==> src/rtl/seven_segment_seconds.sv <==
`default_nettype none
// ============================================================================
//  Module      : seven_segment_seconds
//  Description : 2x2 signed matrix multiplier tile, C = A x B.
//                Operands are four 2-bit two's-complement elements each.
//                A arrives on ui_in and B arrives on uio_in. Both are captured
//                together while the block is idle. The four 5-bit results are
//                then streamed out on uo_out, one tagged element per clock.
//  Ports       : clk     - system clock, rising edge
//                rst_n   - asynchronous active-low reset
//                ena     - design enable; 0 freezes all state
//                ui_in   - matrix A {a00,a01,a10,a11}, 2 bits each
//                uio_in  - matrix B {b00,b01,b10,b11}, 2 bits each
//                uo_out  - {index[1:0], valid, value[4:0]}
//                uio_out - always 8'h00
//                uio_oe  - always 8'h00 (uio pins are inputs only)
//  Revision    : 1.0 - initial release
// ============================================================================
module seven_segment_seconds (
  input  logic       clk,
  input  logic       rst_n,
  input  logic       ena,
  input  logic [7:0] ui_in,
  input  logic [7:0] uio_in,
  output logic [7:0] uo_out,
  output logic [7:0] uio_out,
  output logic [7:0] uio_oe
);

  localparam logic [1:0] c_IDLE    = 2'd0;
  localparam logic [1:0] c_COMPUTE = 2'd1;
  localparam logic [1:0] c_OUT     = 2'd2;

  logic [1:0]      r_state;
  logic [7:0]      r_a;
  logic [7:0]      r_b;
  logic [3:0][4:0] r_c;    // [0]=c00 [1]=c01 [2]=c10 [3]=c11
  logic [1:0]      r_idx;
  logic [7:0]      r_uo;

  // Sign-extend a 2-bit element so that products and sums computed in
  // 5 bits are exact. The result range of -4..+8 fits in 5-bit signed.
  function automatic logic signed [4:0] sx(input logic [1:0] v);
    return {{3{v[1]}}, v};
  endfunction

  logic signed [4:0] w_a00, w_a01, w_a10, w_a11;
  logic signed [4:0] w_b00, w_b01, w_b10, w_b11;
  logic signed [4:0] w_c00, w_c01, w_c10, w_c11;

  assign w_a00 = sx(r_a[7:6]);
  assign w_a01 = sx(r_a[5:4]);
  assign w_a10 = sx(r_a[3:2]);
  assign w_a11 = sx(r_a[1:0]);
  assign w_b00 = sx(r_b[7:6]);
  assign w_b01 = sx(r_b[5:4]);
  assign w_b10 = sx(r_b[3:2]);
  assign w_b11 = sx(r_b[1:0]);

  assign w_c00 = w_a00 * w_b00 + w_a01 * w_b10;
  assign w_c01 = w_a00 * w_b01 + w_a01 * w_b11;
  assign w_c10 = w_a10 * w_b00 + w_a11 * w_b10;
  assign w_c11 = w_a10 * w_b01 + w_a11 * w_b11;

  // uo_out is registered, so it lags the state by one edge. The element for
  // r_idx is presented on the edge that leaves that OUT step. The output
  // returns to 00 on the following IDLE capture edge.
  always_ff @(posedge clk or negedge rst_n) begin
    if (!rst_n) begin
      r_state <= c_IDLE;
      r_a     <= '0;
      r_b     <= '0;
      r_c     <= '0;
      r_idx   <= '0;
      r_uo    <= '0;
    end else if (ena) begin
      case (r_state)
        c_IDLE: begin
          r_a     <= ui_in;
          r_b     <= uio_in;
          r_uo    <= '0;
          r_state <= c_COMPUTE;
        end
        c_COMPUTE: begin
          r_c     <= {w_c11, w_c10, w_c01, w_c00};
          r_idx   <= '0;
          r_uo    <= '0;
          r_state <= c_OUT;
        end
        c_OUT: begin
          r_uo  <= {r_idx, 1'b1, r_c[r_idx]};
          r_idx <= r_idx + 2'd1;
          if (r_idx == 2'd3) begin
            r_state <= c_IDLE;
          end
        end
        default: begin
          r_uo    <= '0;
          r_state <= c_IDLE;
        end
      endcase
    end
  end

  assign uo_out  = r_uo;
  assign uio_out = 8'h00;
  assign uio_oe  = 8'h00;

endmodule
`default_nettype wire

==> config.mk <==
export PLATFORM = sky130hd
export DESIGN_NAME = seven_segment_seconds
export DESIGN_NICKNAME = d
export VERILOG_FILES = /design/src/rtl/seven_segment_seconds.sv
export SDC_FILE = /design/constraint.sdc
export NUM_CORES = 1
export LEC_CHECK = 0
export CAP_MARGIN = 20
export CORE_MARGIN = 2
export CORE_UTILIZATION = 49
export DETAILED_ROUTE_END_ITERATION = 8
export PLACE_DENSITY = 0.75
export SLEW_MARGIN = 40
export SYNTH_ARGS = -nofsm -noshare
export SYNTH_HDL_FRONTEND = slang
export SYNTH_SLANG_ARGS = --single-unit
==> constraint.sdc <==
create_clock -name clk -period 2.52 [get_ports clk]
set_input_delay 0.378 -clock clk [delete_from_list [all_inputs] [get_ports clk]]
set_output_delay 0.378 -clock clk [all_outputs]
set_load 0.05 [all_outputs]
==> flow_metrics.env <==
export IMPL_port_buffers=26
export IMPL_finalSetupViolCount=12
export IMPL_r2r_start="r_a[1]"
export IMPL_setup_tns_ns=-2.94
export IMPL_post_route_drc_count=0
export IMPL_start_kind="flip-flop"
export IMPL_final_nets=483
export IMPL_die_h_um=89.4
export IMPL_synth_seq_cells=48
export IMPL_layout_commonest_cell="nand2_1"
export IMPL_outcome="finished, violations left"
export IMPL_r2r_end="r_c[19]"
export IMPL_clkLatencyLatePin_ns=0.30
export IMPL_initial_core_util=0.498
export IMPL_dpl_cell_count=484
export IMPL_synth_cell_area_um2=3580
export IMPL_final_max_slew_violation_count=0
export IMPL_arrival_ns=2.99
export IMPL_htree_levels=2
export IMPL_finalCritPeriodShare=1.11
export IMPL_via_count=2420
export IMPL_critPathTopFamily="adder cells"
export IMPL_drive_above_1_share=0.363
export IMPL_drt_met1_wl_mm=3.19
export IMPL_dr_pass1_iters=5
export IMPL_postSynthAreaPerCell_um2=10.5
export IMPL_first_global_vias=2489
export IMPL_critical_path_class="reg -> reg"
export IMPL_skew_ns=0.00776
export IMPL_required_ns=2.71
export IMPL_dp_slack_ns=-0.330
export IMPL_finalNonFillerCells=501
export IMPL_crit_chain="nand2_4 -> o21ai_1 -> ha_1 -> inv_2 -> fa_1 -> inv_1 -> ha_4 -> ha_1 -> nand3_1 -> and4b_1 -> a221o_1"
export IMPL_areaGrowthSynthToFinish_pct=31.0
export IMPL_yosys_warnings=0
export IMPL_worst_pin_slew_ns=0.573
export IMPL_gp_congestion=0.803
export IMPL_totalWireLength_mm=7.08
export IMPL_cp_common_cell="ha_1"
export IMPL_met2_length_mm=3.68
export IMPL_n_antenna_cell=0
export IMPL_cts_sinks=48
export IMPL_core_area_um2=7180
export IMPL_r2r_setup_slack_ns=-0.28
export IMPL_yosys_cell_types_count=29
export IMPL_cts_tree="built"
export IMPL_path_max_fanout=4
export IMPL_netlist_instances=339
export IMPL_dp_hpwl_mm=5.45
export IMPL_hold_start="r_c[10]"
export IMPL_die_w_um=89.4
export IMPL_reg2reg_depth=11
export IMPL_clock_root_buffer="clkbuf_8"
export IMPL_hold_path_depth=2
export IMPL_io_pins=43
export IMPL_final_core_util=0.653
export IMPL_cts_inserted_buffers=5
export IMPL_yosysSeqAreaShare=0.336
export IMPL_setup_ws_ns=-0.281
export IMPL_cp_num_buf_inv=2
export IMPL_crit_path_top_delay_cell="fa_1"
export IMPL_wl_met3_um=180
export IMPL_rows=31
export IMPL_violations="setup timing"
export IMPL_rsz0062_at_grt="true"
export IMPL_dieArea_um2=8000
export IMPL_hold_violations=0
export IMPL_grt_usage=0.193
export IMPL_slowest_delay_ns=0.53
export IMPL_worst_hold_path_type="reg -> reg"
export IMPL_cap_violations=0
export IMPL_grt_max_degree=20
export IMPL_antenna_found_initial=0
export IMPL_top_layer="met4"
export IMPL_grt_pass1_wl_mm=11.8
export IMPL_finalCriticalPeriod_ns=2.80
export IMPL_mostFrequentLayoutCells="nand2_1 (53), buf_4 (41), dfrtp_1 (40), inv_1 (34), clkdlybuf4s50_1 (25)"
export IMPL_relSlewSlack=0.618
export IMPL_drt_iter0_drc=46
export IMPL_crit_path_end_kind="flip-flop"
export IMPL_viasPerCell=4.83
export IMPL_ant_nets=0
export IMPL_wl_per_cell_um=14.1
export IMPL_whs_endpoint="r_c[10]"
export IMPL_fmax_mhz=357
export IMPL_cts_path_max_buffers=2
export IMPL_grt_ovfl_total=0
export IMPL_path_clk_slew_ns=0.09
-- state kept, by name (all words and copies together) (netlist names) --
register	flops
r_idx	2
r_state	2
r_a	8
r_c	20
r_b	8
uo_out	8
-- logic make-up (layout without fill, tap and decap cells) --
logic type      Yosys count  count (layout)  synth area share
compound gates           31              31            0.0490
mux                      24              24            0.0913
fa+ha+maj                62              62             0.267
xor+xnor                  8               8            0.0350
other cells               1              16           0.00105
buf+inv                  76             124             0.104
simple gates             89              89             0.116
flops                    48              48             0.336
-- synthesized netlist by cell type, drive strengths merged --
master | n | area share
a21oi | 8 | 0.011
a221o | 4 | 0.011
and2 | 3 | 0.0052
and4b | 4 | 0.011
buf | 21 | 0.044
clkbuf | 7 | 0.010
conb | 1 | 0.0010
dfrtp | 48 | 0.34
fa | 24 | 0.13
ha | 38 | 0.13
inv | 48 | 0.050
mux2 | 19 | 0.060
mux4 | 5 | 0.031
nand2 | 58 | 0.063
nand2b | 9 | 0.016
nand3 | 11 | 0.015
nor2 | 2 | 0.0021
nor2b | 2 | 0.0035
o21ai | 19 | 0.027
xnor2 | 3 | 0.0073
xnor3 | 4 | 0.025
xor2 | 1 | 0.0024
-- layer usage --
metal,vias up,track usage
met5,-,0
met4,0,0.0285
met3,4,0.0305
met2,51,0.342
met1,1175,0.257
li1,1190,-
-- metrics by stage --
| step | hold slack, ns | cell area (µm²) |
|---|---|---|
| after CTS | 0.485 | 4600 |
| after global routing | 0.523 | 4680 |
| after detailed placement | 0.300 | 4300 |
| final | 0.483 | 4680 |
| after floorplan | 0.0824 | 3860 |
| after global placement | 0.306 | 4300 |
-- worst max path at each step --
stage / startpoint / to / slack (ns) / depth (start not counted)
final: r_a[1] / r_c[19] / -0.28 / 11
after global routing: r_a[1] / r_c[19] / -0.39 / 11
after CTS: r_a[2] / r_c[12] / -0.27 / 11
after detailed placement: r_b[0] / r_c[18] / -0.33 / 10
after global placement: r_b[3] / r_c[4] / -0.26 / 11
after floorplan: r_a[2] / r_c[17] / -0.19 / 9
-- worst reg2reg max path: cells and delay by family (launching register included) --
kind | cells | cell delay (ns)
AO/OA/AOI/OAI | 2 | 0.36
buffers and inverters | 2 | 0.12
flip-flops | 1 | 0.47
AND/OR/NAND/NOR | 3 | 0.39
adder cells (fa/ha/maj) | 4 | 1.37
-- what timing repair did --
action,in CTS,in global routing
pin swaps,13,13
hold buffers,1,0
buffers inserted,6,3
gates resized for setup,30,17
hold endpoints to repair,14,0
setup endpoints to repair,12,12
-- area by class of cell --
| class | instances | area (µm²) |
|---|---|---|
| Clock buffer | 5 | 68.8 |
| Clock inverter | 2 | 60.1 |
| Fill cell | 554 | 2490 |
| Inverter | 48 | 183 |
| Multi-Input combinational cell | 230 | 2450 |
| Sequential cell | 48 | 1210 |
| Tap cell | 99 | 124 |
| Timing Repair Buffer | 69 | 584 |
Power is not shown: default switching activity piles up to over one toggle a cycle in this logic, so the estimate is an artifact.
